==> src/rtl/exec_pkg.sv <==
// Shared encodings for exec_stage: ALU opcodes, B shift modes, status bit
// positions and FSM states. The multiply path exists only when the macro
// EXEC_STAGE_MUL_EN is defined; the encodings live here unconditionally.
package exec_pkg;

  typedef enum logic [2:0] {
    ALU_ADD = 3'b000,
    ALU_SUB = 3'b001,
    ALU_AND = 3'b010,
    ALU_NOT = 3'b011,
    ALU_MUL = 3'b100
  } alu_op_e;

  typedef enum logic [1:0] {
    SH_NONE = 2'b00,
    SH_LSL  = 2'b01,
    SH_LSR  = 2'b10,
    SH_ASR  = 2'b11
  } shift_e;

  localparam int ST_Z = 0;
  localparam int ST_N = 1;
  localparam int ST_V = 2;

  // Result flags reported for an illegal opcode: only V set.
  localparam logic [2:0] STATUS_ILLEGAL = 3'b100;

  typedef enum logic {
    S_IDLE = 1'b0,
    S_MULT = 1'b1
  } exec_state_e;

endpackage

==> src/rtl/exec_stage_if.sv <==
// Request/response bundle between a controller and exec_stage.
// The master drives operation requests; the slave (exec_stage) returns
// busy/done and the registered result and flags.
interface exec_stage_if #(
  parameter int WIDTH = 16
);
  logic             start;
  logic             asel;
  logic             bsel;
  logic             loadc;
  logic             loads;
  logic [1:0]       shift;
  logic [2:0]       ALUop;
  logic [WIDTH-1:0] datapath_in;
  logic [WIDTH-1:0] A;
  logic [WIDTH-1:0] B;
  logic             busy;
  logic             done;
  logic [WIDTH-1:0] C;
  logic [2:0]       status;

  modport master (
    output start, asel, bsel, loadc, loads, shift, ALUop, datapath_in, A, B,
    input  busy, done, C, status
  );

  modport slave (
    input  start, asel, bsel, loadc, loads, shift, ALUop, datapath_in, A, B,
    output busy, done, C, status
  );
endinterface

==> src/rtl/seq_multiplier.sv <==
// Unsigned shift-add multiplier. A start loads the operands; each following
// edge performs one step, WIDTH steps in total. On the cycle whose edge
// performs the final step, done is high and product shows the value being
// written by that edge, so the caller can register it on the same edge.
module seq_multiplier #(
  parameter int WIDTH = 16
) (
  input  logic               clk,
  input  logic               rst,
  input  logic               start,
  input  logic [WIDTH-1:0]   a,
  input  logic [WIDTH-1:0]   b,
  output logic [2*WIDTH-1:0] product,
  output logic               done
);

  localparam int              CNT_W = $clog2(WIDTH);
  localparam logic [CNT_W-1:0] LAST  = CNT_W'(WIDTH - 1);

  logic [2*WIDTH-1:0] acc_q, acc_d;
  logic [2*WIDTH-1:0] mcand_q, mcand_d;
  logic [WIDTH-1:0]   mplier_q, mplier_d;
  logic [CNT_W-1:0]   cnt_q, cnt_d;
  logic               active_q, active_d;

  // One shift-add step per cycle while active; a start reloads everything.
  always_comb begin
    acc_d    = acc_q;
    mcand_d  = mcand_q;
    mplier_d = mplier_q;
    cnt_d    = cnt_q;
    active_d = active_q;
    done     = 1'b0;
    if (start) begin
      acc_d    = '0;
      mcand_d  = {{WIDTH{1'b0}}, a};
      mplier_d = b;
      cnt_d    = '0;
      active_d = 1'b1;
    end else if (active_q) begin
      if (mplier_q[0]) begin
        acc_d = acc_q + mcand_q;
      end
      mcand_d  = mcand_q << 1;
      mplier_d = mplier_q >> 1;
      cnt_d    = cnt_q + 1'b1;
      if (cnt_q == LAST) begin
        active_d = 1'b0;
        done     = 1'b1;
      end
    end
  end

  assign product = acc_d;

  // Only the activity flag needs a reset; the datapath is reloaded on start.
  always_ff @(posedge clk) begin
    if (rst) begin
      active_q <= 1'b0;
    end else begin
      active_q <= active_d;
    end
  end

  // Datapath registers.
  always_ff @(posedge clk) begin
    acc_q    <= acc_d;
    mcand_q  <= mcand_d;
    mplier_q <= mplier_d;
    cnt_q    <= cnt_d;
  end

endmodule

==> src/rtl/exec_stage.sv <==
// Execute stage: operand muxes, B shifter, single-cycle ALU, registered
// result C and flags {V,N,Z}. With EXEC_STAGE_MUL_EN defined, ALUop 100 runs
// a WIDTH-step shift-add multiply under an IDLE/MULT FSM; otherwise it is
// treated as an illegal opcode and busy stays low.
module exec_stage
  import exec_pkg::*;
#(
  parameter int WIDTH = 16,
  parameter int IMM_W = 5
) (
  input logic         clk,
  input logic         reset,
  exec_stage_if.slave bus
);

  logic [WIDTH-1:0] b_shifted;
  logic [WIDTH-1:0] ain;
  logic [WIDTH-1:0] bin;
  logic [WIDTH-1:0] alu_res;
  logic             alu_v;
  logic             alu_legal;
  logic             busy_w;
  logic             accept;
  logic             single_go;

  logic [WIDTH-1:0] c_q, c_d;
  logic [2:0]       status_q, status_d;
  logic             done_q, done_d;

  function automatic logic add_ovf(input logic signed [WIDTH-1:0] a,
                                   input logic signed [WIDTH-1:0] b,
                                   input logic signed [WIDTH-1:0] r);
    return (a[WIDTH-1] == b[WIDTH-1]) && (r[WIDTH-1] != a[WIDTH-1]);
  endfunction

  function automatic logic sub_ovf(input logic signed [WIDTH-1:0] a,
                                   input logic signed [WIDTH-1:0] b,
                                   input logic signed [WIDTH-1:0] r);
    return (a[WIDTH-1] != b[WIDTH-1]) && (r[WIDTH-1] != a[WIDTH-1]);
  endfunction

  function automatic logic [2:0] pack_status(input logic v,
                                             input logic [WIDTH-1:0] r);
    logic [2:0] s;
    s       = '0;
    s[ST_V] = v;
    s[ST_N] = r[WIDTH-1];
    s[ST_Z] = (r == '0);
    return s;
  endfunction

`ifdef EXEC_STAGE_MUL_EN
  exec_state_e        state_q, state_d;
  logic               loadc_q, loadc_d;
  logic               loads_q, loads_d;
  logic               alu_is_mul;
  logic               mul_start;
  logic               mul_done;
  logic [2*WIDTH-1:0] mul_prod;

  assign busy_w    = (state_q == S_MULT);
  assign accept    = bus.start & ~busy_w;
  assign single_go = accept & ~alu_is_mul;
  assign mul_start = accept & alu_is_mul;

  seq_multiplier #(.WIDTH(WIDTH)) u_mul (
    .clk     (clk),
    .rst     (reset),
    .start   (mul_start),
    .a       (ain),
    .b       (bin),
    .product (mul_prod),
    .done    (mul_done)
  );
`else
  assign busy_w    = 1'b0;
  assign accept    = bus.start;
  assign single_go = accept;
`endif

  // B shifter.
  always_comb begin
    b_shifted = bus.B;
    case (bus.shift)
      SH_LSL:  b_shifted = {bus.B[WIDTH-2:0], 1'b0};
      SH_LSR:  b_shifted = {1'b0, bus.B[WIDTH-1:1]};
      SH_ASR:  b_shifted = {bus.B[WIDTH-1], bus.B[WIDTH-1:1]};
      default: b_shifted = bus.B;
    endcase
  end

  // Operand selection: A or zero; zero-extended immediate or shifted B.
  always_comb begin
    ain = bus.asel ? bus.A : '0;
    bin = bus.bsel ? WIDTH'(bus.datapath_in[IMM_W-1:0]) : b_shifted;
  end

  // Single-cycle ALU and overflow flag; also flags the multiply request.
  always_comb begin
    logic signed [WIDTH-1:0] ain_s;
    logic signed [WIDTH-1:0] bin_s;
    logic signed [WIDTH-1:0] sum_s;
    logic signed [WIDTH-1:0] dif_s;
    ain_s     = ain;
    bin_s     = bin;
    sum_s     = ain_s + bin_s;
    dif_s     = ain_s - bin_s;
    alu_res   = '0;
    alu_v     = 1'b0;
    alu_legal = 1'b1;
`ifdef EXEC_STAGE_MUL_EN
    alu_is_mul = 1'b0;
`endif
    case (bus.ALUop)
      ALU_ADD: begin
        alu_res = sum_s;
        alu_v   = add_ovf(ain_s, bin_s, sum_s);
      end
      ALU_SUB: begin
        alu_res = dif_s;
        alu_v   = sub_ovf(ain_s, bin_s, dif_s);
      end
      ALU_AND: alu_res = ain & bin;
      ALU_NOT: alu_res = ~bin;
`ifdef EXEC_STAGE_MUL_EN
      ALU_MUL: alu_is_mul = 1'b1;
`endif
      default: alu_legal = 1'b0;
    endcase
  end

  // Next-state and completion logic: single-cycle ops finish on the accept
  // edge; a multiply finishes on the edge of its last step.
  always_comb begin
    c_d      = c_q;
    status_d = status_q;
    done_d   = 1'b0;
`ifdef EXEC_STAGE_MUL_EN
    state_d = state_q;
    loadc_d = loadc_q;
    loads_d = loads_q;
`endif
    if (single_go) begin
      done_d = 1'b1;
      if (alu_legal) begin
        if (bus.loadc) c_d = alu_res;
        if (bus.loads) status_d = pack_status(alu_v, alu_res);
      end else if (bus.loads) begin
        status_d = STATUS_ILLEGAL;
      end
    end
`ifdef EXEC_STAGE_MUL_EN
    case (state_q)
      S_IDLE: begin
        if (mul_start) begin
          state_d = S_MULT;
          loadc_d = bus.loadc;
          loads_d = bus.loads;
        end
      end
      S_MULT: begin
        if (mul_done) begin
          state_d = S_IDLE;
          done_d  = 1'b1;
          if (loadc_q) c_d = mul_prod[WIDTH-1:0];
          if (loads_q) status_d = pack_status(|mul_prod[2*WIDTH-1:WIDTH],
                                              mul_prod[WIDTH-1:0]);
        end
      end
      default: state_d = S_IDLE;
    endcase
`endif
  end

  // Architectural state; reset aborts any multiply and clears the outputs.
  always_ff @(posedge clk) begin
    if (reset) begin
      done_q   <= 1'b0;
      c_q      <= '0;
      status_q <= '0;
`ifdef EXEC_STAGE_MUL_EN
      state_q  <= S_IDLE;
`endif
    end else begin
      done_q   <= done_d;
      c_q      <= c_d;
      status_q <= status_d;
`ifdef EXEC_STAGE_MUL_EN
      state_q  <= state_d;
`endif
    end
  end

`ifdef EXEC_STAGE_MUL_EN
  // Write enables captured at multiply accept; only read while in MULT.
  always_ff @(posedge clk) begin
    loadc_q <= loadc_d;
    loads_q <= loads_d;
  end
`endif

  assign bus.busy   = busy_w;
  assign bus.done   = done_q;
  assign bus.C      = c_q;
  assign bus.status = status_q;

endmodule

==> src/flat_wrapper.sv <==
// flat-port wrapper written by rule: the top's interface ports become plain ports
module exec_stage_flat import exec_pkg::*;
#(
  parameter int WIDTH = 16,
  parameter int IMM_W = 5
)
  (clk, reset, bus_start, bus_asel, bus_bsel, bus_loadc, bus_loads, bus_shift, bus_ALUop, bus_datapath_in, bus_A, bus_B, bus_busy, bus_done, bus_C, bus_status);
  exec_stage_if #(.WIDTH(WIDTH)) bus_i ();
  input logic clk;
  input logic reset;
  input wire logic [$bits(bus_i.start)-1:0] bus_start;
  input wire logic [$bits(bus_i.asel)-1:0] bus_asel;
  input wire logic [$bits(bus_i.bsel)-1:0] bus_bsel;
  input wire logic [$bits(bus_i.loadc)-1:0] bus_loadc;
  input wire logic [$bits(bus_i.loads)-1:0] bus_loads;
  input wire logic [$bits(bus_i.shift)-1:0] bus_shift;
  input wire logic [$bits(bus_i.ALUop)-1:0] bus_ALUop;
  input wire logic [$bits(bus_i.datapath_in)-1:0] bus_datapath_in;
  input wire logic [$bits(bus_i.A)-1:0] bus_A;
  input wire logic [$bits(bus_i.B)-1:0] bus_B;
  output wire logic [$bits(bus_i.busy)-1:0] bus_busy;
  output wire logic [$bits(bus_i.done)-1:0] bus_done;
  output wire logic [$bits(bus_i.C)-1:0] bus_C;
  output wire logic [$bits(bus_i.status)-1:0] bus_status;
  assign bus_i.start = bus_start;
  assign bus_i.asel = bus_asel;
  assign bus_i.bsel = bus_bsel;
  assign bus_i.loadc = bus_loadc;
  assign bus_i.loads = bus_loads;
  assign bus_i.shift = bus_shift;
  assign bus_i.ALUop = bus_ALUop;
  assign bus_i.datapath_in = bus_datapath_in;
  assign bus_i.A = bus_A;
  assign bus_i.B = bus_B;
  assign bus_busy = bus_i.busy;
  assign bus_done = bus_i.done;
  assign bus_C = bus_i.C;
  assign bus_status = bus_i.status;
  exec_stage #(.WIDTH(WIDTH), .IMM_W(IMM_W)) u_core (.clk(clk), .reset(reset), .bus(bus_i));
endmodule
==> config.mk <==
export PLATFORM = sky130hd
export DESIGN_NAME = exec_stage_flat
export DESIGN_NICKNAME = d
export VERILOG_FILES = /design/src/rtl/exec_pkg.sv /design/src/rtl/exec_stage_if.sv /design/src/rtl/seq_multiplier.sv /design/src/rtl/exec_stage.sv /design/src/flat_wrapper.sv
export SDC_FILE = /design/constraint.sdc
export NUM_CORES = 1
export LEC_CHECK = 0
export ABC_AREA = 1
export CORE_MARGIN = 1.5
export CORE_UTILIZATION = 45
export CTS_CLUSTER_DIAMETER = 60
export DETAILED_ROUTE_END_ITERATION = 10
export PLACE_DENSITY_LB_ADDON = 0.1
export SLEW_MARGIN = 20
export SYNTH_ARGS = -nofsm -noshare
export SYNTH_HDL_FRONTEND = slang
export SYNTH_SLANG_ARGS = --single-unit
==> constraint.sdc <==
create_clock -name clk -period 3.4 [get_ports clk]
set_input_delay 0.34 -clock clk [delete_from_list [all_inputs] [get_ports clk]]
set_output_delay 0.34 -clock clk [all_outputs]
set_load 0.02 [all_outputs]
# [Word-level counts from Yosys, hierarchy flattened]
# Cells that the tools add are included.
# Widths: inputs -> output; s select.
[word_totals] output_inout_bits=21 regBits=20 input_bits=60 word_cells=34
[classes] bitwise=2 n_addsub=2 mux=10 n_eq_ne=10 n_reduce_logical=7
[op_table] cell="$pmux 16 s4" n=1
[op_table] cell="$pmux 16 s3" n=1
[op_table] cell="$mux 16" n=2
[op_table] cell="$add 16x16->16" n=1
[op_table] cell="$and 16x16->16" n=1
[op_table] cell="$logic_not 16->1" n=1
[op_table] cell="$not 16->16" n=1
[op_table] cell="$sub 16x16->16" n=1
[op_table] cell="$mux 3" n=3
[op_table] cell="$eq 3x2->1 const B" n=2
[op_table] cell="$eq 2x2->1 const B" n=2
[op_table] cell="$reduce_or 4->1" n=1
[op_table] cell="$eq 3x1->1 const B" n=1
[op_table] cell="$logic_not 3->1" n=1
[op_table] cell="$ne 1x1->1" n=3
[op_table] cell="$reduce_and 3->1" n=1
[op_table] cell="$eq 2x1->1 const B" n=1
[op_table] cell="$logic_and 1x1->1" n=2
[op_table] cell="$mux 1" n=2
[op_table] cell="$pmux 1 s2" n=1
[op_table] cell="$reduce_and 2->1" n=1
[op_table] cell="$eq 1x1->1" n=1

# [Logic depth before layout (Yosys ltp)]
[depth] ltp_word=9 mapped_depth=25 ltp_nobuf=22

# [Least setup slack after synthesis]
# OpenSTA, ideal clock, no wires.
[synth_path] path_kind="input-to-reg" startpoint="input bus_bsel" endpoint="register u_core.status_q[0] (netlist: u_core.bus.status[0])" path_slack_ns=0.768 path_buffers=0 required_ns=3.330 setup_ns=0.070 path_stages=19 t_arrival_ns=2.562 cell_sequence="clkinv_1 -> or2_2 -> nand2_1 -> inv_1 -> ha_1 -> fa_1 -> nand2_1 -> nand2_1 -> nand3_1 -> nand2_1 -> nand2_1 -> nand4_1 -> nand3_1 -> nand2_1 -> nor2_1 -> nand2_1 -> nor2_1 -> nand3_1 -> a21oi_1"
[synth_between] elab_chain_len=6 elab_cells_between_ends=9 cone_classes="add/sub: 2; mux: 4; bitwise: 2; reduce/logical: 1"
[synth_lines] element="start, declared" line_no="flat_wrapper.sv:13" text="input wire logic [$bits(bus_i.bsel)-1:0] bus_bsel;"
[synth_lines] element="$mux 16 *" line_no="exec_stage.sv:95" text="bin = bus.bsel ? WIDTH'(bus.datapath_in[IMM_W-1:0]) : b_shifted;"
[synth_lines] element="$sub 16x16->16, or another cell as far along" line_no="exec_stage.sv:107" text="dif_s = ain_s - bin_s;"
[synth_lines] element="$pmux 16 s4 *" line_no="exec_stage.sv:114" text="case (bus.ALUop)"
[synth_lines] element="$logic_not 16->1 *" line_no="exec_stage.sv:48" text="s[ST_Z] = (r == '0);"
[synth_lines] element="$mux 3 *" line_no="exec_stage.sv:147" text="if (bus.loads) status_d = pack_status(alu_v, alu_res);"
[synth_lines] element="$mux 3 *" line_no="exec_stage.sv:145" text="if (alu_legal) begin"
[synth_lines] element="end signal, assigned" line_no="exec_stage.sv:187" text="status_q <= status_d;"
[synth_lines] element="end, declared" line_no="exec_stage.sv:27" text="logic [2:0] status_q, status_d;"
# Mark *: on every way between the ends. The rest lies on a longest branch, timed or not. The select of a mux whose other input is x is not followed.
# A chain may end at the register's enable or synchronous reset.

# [Worst setup path in the final report]
# Same ends and word-level chain as after synthesis.

==> impl_summary.md <==
Outcome
The flow ran to the end, and the final reports show no timing, DRC or antenna violations.

Logic synthesis
Yosys mapped a number of flops with a built-in enable equal to 0. After synthesis, the netlist uses 36 different library cells. The count of warnings emitted by yosys is 0. Synthesis produced 699 cells.

The number of storage elements in the synthesis netlist is 20. The total nets after synthesis is 793. The share of the Yosys chip area taken by registers is 10.61%.

The proportion of synthesized flip-flops having asynchronous set or reset is 0%. In this run the cell area of the synthesized design comes to 0.003772 mm². Among all flip-flop cells after synthesis, the most frequent one is dfxtp_1. A synthesized cell averages 5.397 µm².

GRT
The first-pass GRT wire length is 18.34 mm. After global routing, the most crowded layer is met2. In the global route stage, met2 resource usage came out at 44.96%.

For met3 alone, demand over resource in global routing was 1.369%. The global-route usage over all layers is 25.57%. The initial antenna violation count is 0. Entering global routing, the biggest net connects 24 pins. The total grt overflow is 0.

For met1 alone, demand over resource in global routing was 33.29%. The via count of the first global-routing pass was 4123.

Worst setup path
The endpoint type of the worst setup path is a register. In this run the worst path has a maximum fanout of 3. Data on the critical path is required at its endpoint by 3.59 ns. The critical path is of the primary input to register type. STA classifies the critical path startpoint as a primary input. Setup slack on the worst reg-to-reg path comes out at 2.70 ns. The data arrival at the endpoint of the critical path is 3.33 ns.

Floorplanning
The vertical extent of the die is 94.56 µm. The full die area is 0.008942 mm². During I/O placement, the number of pins put on the boundary was 81. The initial utilization of the core area, before any placement, comes to 46.14%. The floorplan core area is 0.008175 mm². The horizontal extent of the die is 94.56 µm. The initialized floorplan defines 33 standard-cell rows.

Finish
The share of the core filled with cells in the final layout is 58.77%. The share of layout cells above drive strength 1 is 10.81%. The area growth from synthesis to layout is 27.36%. The final layout contains 882 nets. The repair_antennas step left the layout with diodes totalling 0.

Place
The HPWL after detailed placement is 9.331 mm. The congestion estimate from routability-driven global placement came to 0.9621. Buffers placed on the I/O ports in this run total 68.

Clock network
The post-cts hold buffer count is 0. The later pin in the worst-skew pair is clocked with a latency of 0.25 ns. TritonCTS built the clock tree. The number of buffers on the longest clock path is 2. The cell sitting at the root of the clock tree is a clkbuf_8. The number of setup buffers added after CTS is 0. The CTS buffer count is 3.

The total number of clock tree sinks is 20. The clock-pin transition on the worst setup and hold timing paths is 0.07 ns. The CTS H-tree depth is 1.

Power
The worst-case IR drop observed on VDD is 88.65 µV. Per report_power, the clock group accounts for 13.5% of the total. The internal cell power is 0.6173 mW.

The sequential group share of total power is 22.8%. For this design the static power due to leakage is 2.736 nW. Net switching is 43.99% of the power.

The power density over cell area is 229.4 mW/mm². Combinational cells account for 63.7% of the total power. The switching power total is 0.4848 mW.

Run
Max-cap violations in this run came to 0.

Route
The count of nets left with antenna violations after detail routing is 0. For this block, the via count after detailed routing is 4543. The initial DRC count is 280. Before antenna repair, the detailed router went through 5 iterations.

The final wirelength is 11.02 mm. The routed wirelength normalized by instance count is 12.36 µm. The ratio of routed vias to standard cells is 5.099. The remaining routing DRC violations is 0.

Timing
The headroom to the max-slew limit is 61.79%. The final critical delay including setup and external delays is 3.144 ns. The final number of hold-violating endpoints is 0.

The count of pins over their slew limit is 0. The actual transition at the worst max-transition pin is 0.5725 ns. Across the routed clock network, the largest skew measured is 0 ns.

The timing-limited maximum frequency is 318.1 MHz. The count of final setup violators is 0. Summed over all failing endpoints, the final setup total negative slack is 0 ns. Final hold analysis gives a worst-case slack of 0.4703 ns. Setup repair after global routing left no endpoint under its margin.

The final worst-path cycle share is 92.46%.

Worst hold path
The worst min-delay path class is register to register.
[cells in the mapped netlist (2+ instances only)]
| cell | count | area share, % |
|---|---|---|
| nand2_1 | 209 | 21 |
| inv_1 | 120 | 12 |
| nand3_1 | 86 | 11 |
| nor2_1 | 73 | 7.3 |
| a21oi_1 | 36 | 4.8 |
| ha_1 | 32 | 11 |
| dfxtp_1 | 20 | 11 |
| o21ai_0 | 18 | 2.4 |
| nand4_1 | 15 | 2.5 |
| a22oi_1 | 10 | 2.0 |
| buf_4 | 8 | 1.6 |
| clkbuf_1 | 8 | 0.80 |
| inv_2 | 8 | 0.80 |
| a21oi_2 | 6 | 1.4 |
| nand2_2 | 6 | 1.0 |
| buf_6 | 5 | 1.5 |
| buf_2 | 4 | 0.53 |
| nor2_2 | 4 | 0.66 |
| nor3_1 | 4 | 0.53 |
| nor3_2 | 4 | 1.1 |
| nor2_4 | 3 | 0.90 |
| and2_1 | 2 | 0.33 |
| fa_1 | 2 | 1.1 |
| nand3_2 | 2 | 0.53 |
| o211ai_1 | 2 | 0.40 |
| o21bai_1 | 2 | 0.40 |
[sequential cells by signal, summed over array words and instances, names as in the netlist]
register,cells
u_core.bus.C,16
u_core.bus.status,3
u_core.bus.done,1
[critical path: stages]
cell and delay (ns):
clkdlybuf4s50_1 0.48, clkinv_1 0.07, or2_2 0.27, nand2_1 0.14
inv_1 0.08, ha_1 0.21, fa_1 0.43, nand2_1 0.11
nand2_1 0.07, nand3_1 0.10, nand2_1 0.10, nand2_1 0.11
nand4_1 0.09, nand3_1 0.09, nand2_1 0.06, nor2_1 0.20
nand2_1 0.09, nor2_1 0.11, nand3_1 0.07, a21oi_1 0.11
[cells in the final DEF (no fill, tap or decap), types with 6 or more instances in the layout]
master	synthesis	routed
nand2_1	209	209
inv_1	120	120
nand3_1	86	86
nor2_1	73	73
clkdlybuf4s50_1	0	67
buf_4	8	40
a21oi_1	36	36
ha_1	32	27
dfxtp_1	20	20
o21ai_0	18	18
nand4_1	15	15
a22oi_1	10	10
inv_2	8	8
a21oi_2	6	6
nand2_2	6	6
[kinds of logic after synthesis]
| kind of cell | Yosys count | synth area share [%] |
|---|---|---|
| simple gates | 411 | 47.86 |
| fa+ha+maj | 34 | 11.67 |
| compound gates | 78 | 12.27 |
| flops | 20 | 10.61 |
| other cells | 1 | 0.09941 |
| xor+xnor | 1 | 0.2322 |
| buf+inv | 154 | 17.25 |
[power by group through the flow]
stage          clock network [mW]  registers (mW)  logic, mW
2_1_floorplan                   0           0.272      0.437
3_3_place_gp                    0           0.257      0.676
3_5_place_dp                    0           0.257      0.688
4_1_cts                     0.152           0.252      0.690
5_1_grt                     0.160           0.253      0.786
6_report                    0.148           0.252      0.702
[path summary, 6_finish.rpt]
check | startpoint | to | depth (start not counted)
setup / recovery | bus_bsel | u_core.bus.status[0] | 20
setup reg to reg | u_core.bus.C[7] | u_core.bus.C[7] | 4
hold / removal | u_core.bus.status[0] | u_core.bus.status[0] | 2
hold reg to reg | u_core.bus.status[0] | u_core.bus.status[0] | 2
[area by class of cell]
| cell class | count | area [µm²] |
|---|---|---|
| timing repair buffer | 109 | 1003 |
| sequential | 20 | 400.4 |
| fill | 860 | 3371 |
| tap | 105 | 131.4 |
| clock buffer | 3 | 41.29 |
| multi-input combinational | 525 | 2744 |
| inverter | 129 | 484.2 |
[metal layers]
layer | wire length (µm) | vias to the layer above
li1 | - | 2369
met1 | 5052 | 2003
met2 | 5050 | 156
met3 | 676 | 15
met4 | 236 | 0
met5 | 0 | -
[through the flow]
stage / total power [mW] / area (µm²) / std cells / worst slack [ns]
4_1_cts: 1.094 / 4780 / 891 / 0.2094
3_3_place_gp: 0.9330 / 4738 / 888 / -0.01654
5_1_grt: 1.199 / 4805 / 891 / 0.007560
6_report: 1.102 / 4805 / 891 / 0.2563
2_1_floorplan: 0.7091 / 3772 / 699 / 0.7684
3_5_place_dp: 0.9448 / 4738 / 888 / -0.05195
[what timing repair did]
action,CTS,global route
hold endpoints to repair,0,0
resized for setup,0,7
setup endpoints to repair,0,2
(Power assumes the default switching activity.)
